$ cat config.mk
export PLATFORM = sky130hd
export DESIGN_NAME = ddr3_dly_line_seq_flat
export DESIGN_NICKNAME = d
export VERILOG_FILES = /design/src/rtl/ddr3_dly_seq_pkg.sv /design/src/rtl/ddr3_dly_line_seq_if.sv /design/src/rtl/ddr3_dly_seq_tap_bank.sv /design/src/rtl/ddr3_dly_line_seq.sv /design/src/flat_wrapper.sv
export SDC_FILE = /design/constraint.sdc
export NUM_CORES = 1
export LEC_CHECK = 0
export BUFFER_PORTS_ARGS = -buffer_cell sky130_fd_sc_hd__buf_2
export CAP_MARGIN = 10
export CORE_ASPECT_RATIO = 1.1
export CORE_MARGIN = 2
export CORE_UTILIZATION = 57
export CTS_CLUSTER_DIAMETER = 150
export DETAILED_ROUTE_END_ITERATION = 10
export GPL_TIMING_DRIVEN = 0
export PLACE_DENSITY = 0.8
export SYNTH_ARGS = -nofsm -noshare
export SYNTH_HDL_FRONTEND = slang
export SYNTH_SLANG_ARGS = --single-unit
$ cat constraint.sdc
create_clock -name FAB_CLK -period 4.4 [get_ports FAB_CLK]
set_input_delay 1.32 -clock FAB_CLK [delete_from_list [all_inputs] [get_ports FAB_CLK]]
set_output_delay 1.32 -clock FAB_CLK [all_outputs]
set_load 0.02 [all_outputs]
$ cat src/rtl/ddr3_dly_seq_pkg.sv
// Shared types for the DDR3 IOD delay-line sequencer.
// Holds the FSM state encoding and the request opcodes.
package ddr3_dly_seq_pkg;

    typedef enum logic [2:0] {
        S_IDLE,
        S_LOAD,
        S_SETUP,
        S_PULSE,
        S_SETTLE,
        S_DONE
    } state_t;

    localparam logic [1:0] OP_LOAD      = 2'b00;
    localparam logic [1:0] OP_STEP_UP   = 2'b01;
    localparam logic [1:0] OP_STEP_DOWN = 2'b10;

    function automatic logic [3:0] lane_onehot(input logic [1:0] l);
        return 4'b0001 << l;
    endfunction

endpackage

$ cat src/rtl/ddr3_dly_line_seq_if.sv
// Request/response handshake between the training FSM and the
// delay-line sequencer.
interface ddr3_dly_line_seq_if #(
    parameter int TAP_W = 8
);
    logic             REQ_VALID;
    logic             REQ_READY;
    logic [1:0]       REQ_LANE;
    logic [1:0]       REQ_OP;
    logic [TAP_W-1:0] REQ_COUNT;
    logic             DONE;
    logic             ERR;

    modport master (
        output REQ_VALID, REQ_LANE, REQ_OP, REQ_COUNT,
        input  REQ_READY, DONE, ERR
    );

    modport slave (
        input  REQ_VALID, REQ_LANE, REQ_OP, REQ_COUNT,
        output REQ_READY, DONE, ERR
    );
endinterface

$ cat src/rtl/ddr3_dly_seq_tap_bank.sv
// Per-lane tracked tap counters and "loaded since reset" flags.
// Only the lane selected by lane is ever modified.
module ddr3_dly_seq_tap_bank #(
    parameter int NUM_LANES = 3,
    parameter int TAP_W     = 8,
    parameter int LOAD_TAP  = 1
) (
    input  logic                       clk,
    input  logic                       rst,
    input  logic [1:0]                 lane,
    input  logic                       load,
    input  logic                       inc,
    input  logic                       dec,
    output logic [NUM_LANES*TAP_W-1:0] tap_value,
    output logic [NUM_LANES-1:0]       tap_known,
    output logic [TAP_W-1:0]           cur_tap
);
    logic [TAP_W-1:0] taps [NUM_LANES];

    // Update the addressed lane's counter and known flag
    always_ff @(posedge clk) begin
        if (rst) begin
            for (int i = 0; i < NUM_LANES; i++) begin
                taps[i] <= '0;
            end
            tap_known <= '0;
        end else begin
            for (int i = 0; i < NUM_LANES; i++) begin
                if (lane == i[1:0]) begin
                    if (load) begin
                        taps[i]      <= TAP_W'(LOAD_TAP);
                        tap_known[i] <= 1'b1;
                    end else if (inc) begin
                        taps[i] <= taps[i] + 1'b1;
                    end else if (dec) begin
                        taps[i] <= taps[i] - 1'b1;
                    end
                end
            end
        end
    end

    // Select the addressed lane's current tap for range checks
    always_comb begin
        cur_tap = '0;
        for (int i = 0; i < NUM_LANES; i++) begin
            if (lane == i[1:0]) cur_tap = taps[i];
        end
    end

    for (genvar g = 0; g < NUM_LANES; g++) begin : g_flat
        assign tap_value[g*TAP_W +: TAP_W] = taps[g];
    end

endmodule

$ cat src/rtl/ddr3_dly_line_seq.sv
// Sequencer turning tap-adjust requests into spaced LOAD/MOVE/DIRECTION
// pulses on one IOD delay-line lane at a time.
module ddr3_dly_line_seq
    import ddr3_dly_seq_pkg::*;
#(
    parameter int NUM_LANES     = 3,
    parameter int TAP_W         = 8,
    parameter int MAX_TAP       = 255,
    parameter int LOAD_TAP      = 1,
    parameter int SETTLE_CYCLES = 4
) (
    input  logic                       FAB_CLK,
    input  logic                       SYNC_RST,
    ddr3_dly_line_seq_if.slave         req,
    output logic [NUM_LANES-1:0]       DELAY_LINE_LOAD,
    output logic [NUM_LANES-1:0]       DELAY_LINE_MOVE,
    output logic [NUM_LANES-1:0]       DELAY_LINE_DIRECTION,
    input  logic [NUM_LANES-1:0]       DELAY_LINE_OUT_OF_RANGE,
    output logic [NUM_LANES*TAP_W-1:0] TAP_VALUE,
    output logic [NUM_LANES-1:0]       TAP_KNOWN
);
    localparam int CNT_W = $clog2(SETTLE_CYCLES + 1);

    state_t           state_q, state_d;
    logic [1:0]       lane_q, lane_d;
    logic [1:0]       op_q, op_d;
    logic [TAP_W-1:0] rem_q, rem_d;
    logic [CNT_W-1:0] cnt_q, cnt_d;
    logic             err_d;
    logic             tap_load, tap_inc, tap_dec;
    logic [TAP_W-1:0] cur_tap;
    logic             req_known, lane_ok, oor_sel, up;
    logic [3:0]       oh_d;

    ddr3_dly_seq_tap_bank #(
        .NUM_LANES (NUM_LANES),
        .TAP_W     (TAP_W),
        .LOAD_TAP  (LOAD_TAP)
    ) u_bank (
        .clk       (FAB_CLK),
        .rst       (SYNC_RST),
        .lane      (lane_q),
        .load      (tap_load),
        .inc       (tap_inc),
        .dec       (tap_dec),
        .tap_value (TAP_VALUE),
        .tap_known (TAP_KNOWN),
        .cur_tap   (cur_tap)
    );

    // Per-lane lookups for the incoming lane and the latched lane
    always_comb begin
        req_known = 1'b0;
        oor_sel   = 1'b0;
        for (int i = 0; i < NUM_LANES; i++) begin
            if (req.REQ_LANE == i[1:0]) req_known = TAP_KNOWN[i];
            if (lane_q == i[1:0]) oor_sel = DELAY_LINE_OUT_OF_RANGE[i];
        end
    end

    assign lane_ok = int'(req.REQ_LANE) < NUM_LANES;
    assign up      = (op_q == OP_STEP_UP);
    assign oh_d    = lane_onehot(lane_d);

    // Next-state, request latching and tap-bank strobes
    always_comb begin
        state_d  = state_q;
        lane_d   = lane_q;
        op_d     = op_q;
        rem_d    = rem_q;
        cnt_d    = cnt_q;
        err_d    = 1'b0;
        tap_load = 1'b0;
        tap_inc  = 1'b0;
        tap_dec  = 1'b0;
        unique case (state_q)
            S_IDLE: begin
                if (req.REQ_VALID && req.REQ_READY) begin
                    lane_d = req.REQ_LANE;
                    op_d   = req.REQ_OP;
                    rem_d  = req.REQ_COUNT;
                    if (!lane_ok || req.REQ_OP == 2'b11) begin
                        err_d   = 1'b1;
                        state_d = S_DONE;
                    end else if (req.REQ_OP == OP_LOAD) begin
                        state_d = S_LOAD;
                    end else if (!req_known) begin
                        err_d   = 1'b1;
                        state_d = S_DONE;
                    end else if (req.REQ_COUNT == '0) begin
                        state_d = S_DONE;
                    end else begin
                        state_d = S_SETUP;
                    end
                end
            end
            S_LOAD: begin
                tap_load = 1'b1;
                cnt_d    = CNT_W'(SETTLE_CYCLES - 1);
                state_d  = S_SETTLE;
            end
            S_SETUP: begin
                if ((up && cur_tap == TAP_W'(MAX_TAP)) ||
                    (!up && cur_tap == '0)) begin
                    err_d   = 1'b1;
                    state_d = S_DONE;
                end else begin
                    state_d = S_PULSE;
                end
            end
            S_PULSE: begin
                cnt_d   = CNT_W'(SETTLE_CYCLES - 1);
                state_d = S_SETTLE;
            end
            S_SETTLE: begin
                if (cnt_q != '0) begin
                    cnt_d = cnt_q - 1'b1;
                end else if (op_q == OP_LOAD) begin
                    state_d = S_DONE;
                end else if (oor_sel) begin
                    err_d   = 1'b1;
                    state_d = S_DONE;
                end else begin
                    tap_inc = up;
                    tap_dec = !up;
                    rem_d   = rem_q - 1'b1;
                    state_d = (rem_q == TAP_W'(1)) ? S_DONE : S_SETUP;
                end
            end
            S_DONE: state_d = S_IDLE;
            default: state_d = S_IDLE;
        endcase
    end

    // State register and registered outputs decoded from next state
    always_ff @(posedge FAB_CLK) begin
        if (SYNC_RST) begin
            state_q              <= S_IDLE;
            lane_q               <= '0;
            op_q                 <= '0;
            rem_q                <= '0;
            cnt_q                <= '0;
            req.REQ_READY        <= 1'b0;
            req.DONE             <= 1'b0;
            req.ERR              <= 1'b0;
            DELAY_LINE_LOAD      <= '0;
            DELAY_LINE_MOVE      <= '0;
            DELAY_LINE_DIRECTION <= '0;
        end else begin
            state_q              <= state_d;
            lane_q               <= lane_d;
            op_q                 <= op_d;
            rem_q                <= rem_d;
            cnt_q                <= cnt_d;
            req.REQ_READY        <= (state_d == S_IDLE);
            req.DONE             <= (state_d == S_DONE);
            req.ERR              <= (state_d == S_DONE) && err_d;
            DELAY_LINE_LOAD      <= (state_d == S_LOAD) ?
                                    oh_d[NUM_LANES-1:0] : '0;
            DELAY_LINE_MOVE      <= (state_d == S_PULSE) ?
                                    oh_d[NUM_LANES-1:0] : '0;
            DELAY_LINE_DIRECTION <= ((state_d == S_SETUP ||
                                      state_d == S_PULSE ||
                                      state_d == S_SETTLE) &&
                                     op_d == OP_STEP_UP) ?
                                    oh_d[NUM_LANES-1:0] : '0;
        end
    end

endmodule

$ cat src/flat_wrapper.sv
// flat-port wrapper written by rule: the top's interface ports become plain ports
module ddr3_dly_line_seq_flat import ddr3_dly_seq_pkg::*;
#(
    parameter int NUM_LANES     = 3,
    parameter int TAP_W         = 8,
    parameter int MAX_TAP       = 255,
    parameter int LOAD_TAP      = 1,
    parameter int SETTLE_CYCLES = 4
)
  (FAB_CLK, SYNC_RST, DELAY_LINE_LOAD, DELAY_LINE_MOVE, DELAY_LINE_DIRECTION, DELAY_LINE_OUT_OF_RANGE, TAP_VALUE, TAP_KNOWN, req_REQ_VALID, req_REQ_LANE, req_REQ_OP, req_REQ_COUNT, req_REQ_READY, req_DONE, req_ERR);
  ddr3_dly_line_seq_if #(.TAP_W(TAP_W)) req_i ();
  input  logic FAB_CLK;
  input  logic SYNC_RST;
  output logic [NUM_LANES-1:0] DELAY_LINE_LOAD;
  output logic [NUM_LANES-1:0] DELAY_LINE_MOVE;
  output logic [NUM_LANES-1:0] DELAY_LINE_DIRECTION;
  input  logic [NUM_LANES-1:0] DELAY_LINE_OUT_OF_RANGE;
  output logic [NUM_LANES*TAP_W-1:0] TAP_VALUE;
  output logic [NUM_LANES-1:0] TAP_KNOWN;
  input wire logic [$bits(req_i.REQ_VALID)-1:0] req_REQ_VALID;
  input wire logic [$bits(req_i.REQ_LANE)-1:0] req_REQ_LANE;
  input wire logic [$bits(req_i.REQ_OP)-1:0] req_REQ_OP;
  input wire logic [$bits(req_i.REQ_COUNT)-1:0] req_REQ_COUNT;
  output wire logic [$bits(req_i.REQ_READY)-1:0] req_REQ_READY;
  output wire logic [$bits(req_i.DONE)-1:0] req_DONE;
  output wire logic [$bits(req_i.ERR)-1:0] req_ERR;
  assign req_i.REQ_VALID = req_REQ_VALID;
  assign req_i.REQ_LANE = req_REQ_LANE;
  assign req_i.REQ_OP = req_REQ_OP;
  assign req_i.REQ_COUNT = req_REQ_COUNT;
  assign req_REQ_READY = req_i.REQ_READY;
  assign req_DONE = req_i.DONE;
  assign req_ERR = req_i.ERR;
  ddr3_dly_line_seq #(.NUM_LANES(NUM_LANES), .TAP_W(TAP_W), .MAX_TAP(MAX_TAP), .LOAD_TAP(LOAD_TAP), .SETTLE_CYCLES(SETTLE_CYCLES)) u_core (.FAB_CLK(FAB_CLK), .SYNC_RST(SYNC_RST), .req(req_i), .DELAY_LINE_LOAD(DELAY_LINE_LOAD), .DELAY_LINE_MOVE(DELAY_LINE_MOVE), .DELAY_LINE_DIRECTION(DELAY_LINE_DIRECTION), .DELAY_LINE_OUT_OF_RANGE(DELAY_LINE_OUT_OF_RANGE), .TAP_VALUE(TAP_VALUE), .TAP_KNOWN(TAP_KNOWN));
endmodule
; Yosys cells after proc, flatten, opt, wreduce, memory -nomap -nowiden
; Memories as Yosys holds them, arrays and structs flattened.
; Cells that the tools add are included.
[classes]
n_addsub = 8
n_reduce_logical = 31
bitwise_logic = 12
eq_ne = 23
order_cmp = 1
muxes = 93
shift = 1
[ops]
columns = op, count
row1 = 2-to-1 mux 8 bit, 16
row2 = 2-to-1 mux 1 bit, 58
row3 = 2-to-1 mux 3 bit, 11
row4 = "subtractor 8 x 1 -> 8 bit, second input constant", 4
row5 = "adder 8 x 1 -> 8 bit, second input constant", 3
row6 = logical NOT 8 bit, 2
row7 = one-hot mux 8 bit (2 select lines), 1
row8 = "equality test 3 x 2 -> 1 bit, second input constant", 4
row9 = one-hot mux 3 bit (4 select lines), 1
row10 = "equality test 3 bit, second input constant", 3
row11 = OR 1 bit, 9
row12 = "equality test 2 x 1 -> 1 bit, second input constant", 4
row13 = "equality test 8 x 1 -> 1 bit, second input constant", 1
row14 = "equality test 8 bit, second input constant", 1
row15 = logical NOT 2 bit, 4
row16 = 2-to-1 mux 2 bit, 4
row17 = AND reduction 2 bit, 4
row18 = OR reduction 2 bit, 4
row19 = "equality test 2 bit, second input constant", 3
row20 = "equality test 3 x 1 -> 1 bit, second input constant", 2
row21 = logical NOT 3 bit, 2
row22 = "inequality test 2 bit, second input constant", 3
row23 = one-hot mux 3 bit (2 select lines), 1
row24 = logical AND 1 bit, 5
row25 = 11 further kinds, 19
[word_totals]
n_memories = 1
out_inout_bits = 39
register_bits = 33
mem_bits_rw = 24
inputBits = 18
[memory_table]
columns = memory, words, width, read_ports, rd_ports_with_merged_regs, write_ports, line_no
row1 = u_core.u_bank.taps, 3, 8, 3, 0, 3, ddr3_dly_seq_tap_bank.sv:18  ; logic [TAP_W-1:0] taps [NUM_LANES];

; Longest topological paths before layout
[logic_depth]
word_depth = 15
mapped_depth = 14
depth_no_buf = 14

; Modules after synthesis
; A second synthesis with hierarchy kept.
[hier_totals]
cells_unflattened = 452
hier_area_um2 = 3838.7
[modules_own_cells]
columns = module, cells_per_inst, seq_area_each_um2, instances, area_per_inst_um2
row1 = ddr3_dly_seq_tap_bank, 227, 780.7, 1, 2050.7
row2 = ddr3_dly_line_seq, 225, 600.6, 1, 1788.0

; Least setup slack after synthesis
; OpenSTA, ideal clock, no wires.
[synth_path]
path_kind = input -> register
start = input port DELAY_LINE_OUT_OF_RANGE[1]
end = memory u_core.u_bank.taps[2][7] (data pin)
path_slack_ns = 0.716
n_path_buf = 1
path_stages = 12
t_arrival_ns = 3.423
path_cell_list = mux2i_1 o21a_1 clkbuf_1 nand4_1 inv_1 ha_1 a21o_1 a21oi_1 o22ai_1 o41ai_1 xnor2_1 nor2_1
[synth_rtl]
columns = item, line_no
row1 = "start, declared", flat_wrapper.sv:17  ; input logic [NUM_LANES-1:0] DELAY_LINE_OUT_OF_RANGE;
row2 = "end, declared", ddr3_dly_seq_tap_bank.sv:18

==> flow_metrics.tcl <==
set metrics [dict create \
    drt_iter0_markers 270 \
    outcome "finished, final reports clean" \
    die_w_um 80.5 \
    swShare 0.399 \
    dp_hpwl_mm 6.84 \
    layout_setup_ws_ns 0.455 \
    die_area_um2 7100 \
    path_clk_slew_ns 0.07 \
    htree_levels 3 \
    syn2layout_area_growth_pct 17.5 \
    clk_latency_ns 0.34 \
    drt_wl_total_mm 9.46 \
    wire_per_inst_um 16.2 \
    track_usage 0.276 \
    ys_seq_area_frac 0.376 \
    grt_pass1_wl_mm 15.3 \
    fmax_mhz 253 \
    ys_seq_elements 57 \
    num_vias 3633 \
    worstMarginPinSlew_ns 0.928 \
    powerDensity_nw_per_um2 552 \
    ys_warn_count 0 \
    grt_max_degree 12 \
    cts.path.max_buffers 2 \
    slowest_stage "o41ai_1" \
    grt_pass1_vias 3289 \
    p_sw_mw 0.950 \
    path_buf_inv 3 \
    drive_above_1_share 0.182 \
    synth_fp_nets 466 \
    power_mw 2.38 \
    seq_area_um2 1380 \
    post_cts_buffers 0 \
    slew_headroom 0.376 \
    holdWs_ns 0.480 \
    nFillCells 526 \
    worstPathArrival_ns 4.04 \
    max_cap_violations 0 \
    holdBufCountCts 0 \
    ys.flop_type "dfxtp_1" \
    cts_sinks 57 \
    grt_antenna_before_repair 0 \
    routabilityCongestion 0.892 \
    core_area_um2 6190 \
    seqPwrFrac 0.327 \
    synth_area_um2 3670 \
    tritoncts "yes" \
    p_leak_nw 1.69 \
    skew_ns 0.00762 \
    numCtsBuffers 9 \
    crit_path_end_kind "flip-flop" \
    synth_edf_count 24 \
    fin_util 0.696 \
    syn_area_per_cell_um2 8.48 \
    postRouteAntennaNets 0 \
    critPathTopFamily "compound AO/OA/AOI/OAI gates" \
    p_int_mw 1.43 \
    drt-pass1-iter-count 7 \
    drc_errors 0 \
    rsz0062_at_grt "false" \
    pwr-share-comb 0.403 \
    final_hold_viol_count 0 \
    period_share 0.897 \
    dpl.cell_count 569 \
    num_io_pins 57 \
    vdd_drop_max_v 0.000374 \
    rows 30 \
    placed_area_um2 4050 \
    final_nets 533 \
    power_frac_clock 0.271 \
    slew_violations 0 \
    critical_path_class "input pin to flip-flop" \
    fin_cells 585 \
    critical_path.max_fanout 10 \
    cts.repair.resized 0 \
    syn_inst 433 \
    vias_per_cell 6.21 \
    dp_slack_ns 0.119 \
    slowest_delay_ns 0.34 \
    die_y_um 88.2 \
    grt.overflow.total 0 \
    cts_root_buf "clkbuf_8" \
    stdcell_area_um2 4310 \
    synth_cell_types 65 \
    final.min_clock_period_ns 3.94 \
    crit_path_start_kind "input pin" \
    min_path_type "flip-flop to flip-flop" \
    setup_viol 0 \
    numPortBuffers 56 \
    multiInputGateArea_um2 2100 \
    cp_cell_sequence "buf_2 -> mux2i_1 -> o21a_1 -> clkbuf_1 -> nand4_1 -> inv_1 -> ha_1 -> a21o_1 -> a21oi_1 -> o22ai_1 -> o41ai_1 -> xnor2_1 -> nor2_1" \
    diodes 0 \
    critPathRequiredTime_ns 4.49 \
    start_util 0.593 \
    async_reset_ff_frac 0 \
    setup_tns_ns 0 \
]
-- final timing paths --
check,to,slack (ns),from,depth (start not counted)
setup / recovery,u_core.u_bank.taps[2][7],0.46,DELAY_LINE_OUT_OF_RANGE[1],13
hold / removal,u_core.op_q[0],0.48,u_core.op_q[0],2
setup reg to reg,u_core.u_bank.taps[2][7],0.75,u_core.cnt_q[0],14
hold reg to reg,u_core.op_q[0],0.48,u_core.op_q[0],2
-- cells in the mapped netlist, drive strengths merged, types with 4 or more instances --
master   instances  share of area
nand2           48          0.049
nor2            46          0.048
a21oi           37          0.050
dfxtp           33           0.18
edfxtp          24           0.20
o21ai           21          0.030
inv             19          0.019
clkbuf          17          0.018
ha              14          0.048
nor3            13          0.018
a22oi           12          0.026
mux2i           10          0.027
nand4            9          0.015
o22ai            9          0.015
buf              8          0.015
a21o             7          0.014
nor2b            7          0.012
a221oi           6          0.014
o2bb2ai          6          0.016
or3              6          0.010
a211oi           5          0.010
nand3            5         0.0068
nand3b           5          0.010
or4              5          0.010
and4             4         0.0095
o31ai            4         0.0082
xor2             4         0.0095
-- power by group through the flow --
stage / combinational [mW] / clock (mW) / sequential, mW
5_1_grt: 1.06 / 0.668 / 0.792
4_1_cts: 0.944 / 0.649 / 0.775
2_1_floorplan: 0.660 / 0 / 0.820
3_3_place_gp: 0.915 / 0 / 0.780
6_report: 0.958 / 0.644 / 0.777
3_5_place_dp: 0.936 / 0 / 0.785
-- state kept, by name, indices dropped and copies added (netlist names), 3 cells and up --
register and cells:
u_core.rem_q 8, u_core.state_q 3, u_core.DELAY_LINE_MOVE 3, u_core.u_bank.tap_known 3, u_core.u_bank.taps 24, u_core.DELAY_LINE_LOAD 3
u_core.DELAY_LINE_DIRECTION 3, u_core.cnt_q 3
-- kinds of logic after synthesis --
logic type                 Yosys count  share of synthesized area
buffers and inverters               44                     0.0525
muxes                               10                     0.0273
DFF                                 57                      0.376
AOI/OAI and AO/OA                  131                      0.243
adders and majority gates           15                     0.0532
xor gates and xnor gates             6                     0.0143
and+or+nand+nor                    170                      0.234
-- cell usage in the layout (no fill, tap or decap), drive strengths merged, types with 6 or more instances in the layout --
cell,count
a21o,7
a21oi,37
a221oi,6
a22oi,12
buf,64
clkbuf,27
dfxtp,33
edfxtp,24
ha,14
inv,20
mux2i,10
nand2,48
nand4,9
nor2,46
nor2b,7
nor3,13
o21ai,21
o22ai,9
o2bb2ai,6
or3,6
-- per-layer routing --
layer / up-vias / share of wire / global-route usage
li1: 1751 / - / -
met5: - / 0 / 0
met3: 10 / 0.084 / 0.0753
met2: 162 / 0.50 / 0.475
met4: 0 / 0.011 / 0.0863
met1: 1710 / 0.41 / 0.337
-- worst reg2reg max path: stages, from the launching register on --
cell	delay, ns
dfxtp_1	0.33
inv_1	0.06
ha_1	0.15
ha_1	0.28
nand4bb_1	0.33
nor2_2	0.41
nand4_1	0.26
inv_1	0.24
ha_1	0.26
a21o_1	0.17
a21oi_1	0.21
o22ai_1	0.15
o41ai_1	0.34
xnor2_1	0.16
nor2_1	0.05
-- area by class of cell --
type                            count  area share
Multi-Input combinational cell    332       0.486
Timing Repair Buffer               56      0.0650
Sequential cell                    57       0.320
Inverter                           19      0.0165
Clock inverter                      6      0.0258
Tap cell                           80      0.0232
Buffer                             25      0.0282
Clock buffer                       10      0.0345
Power figures use the tool's default switching activity.
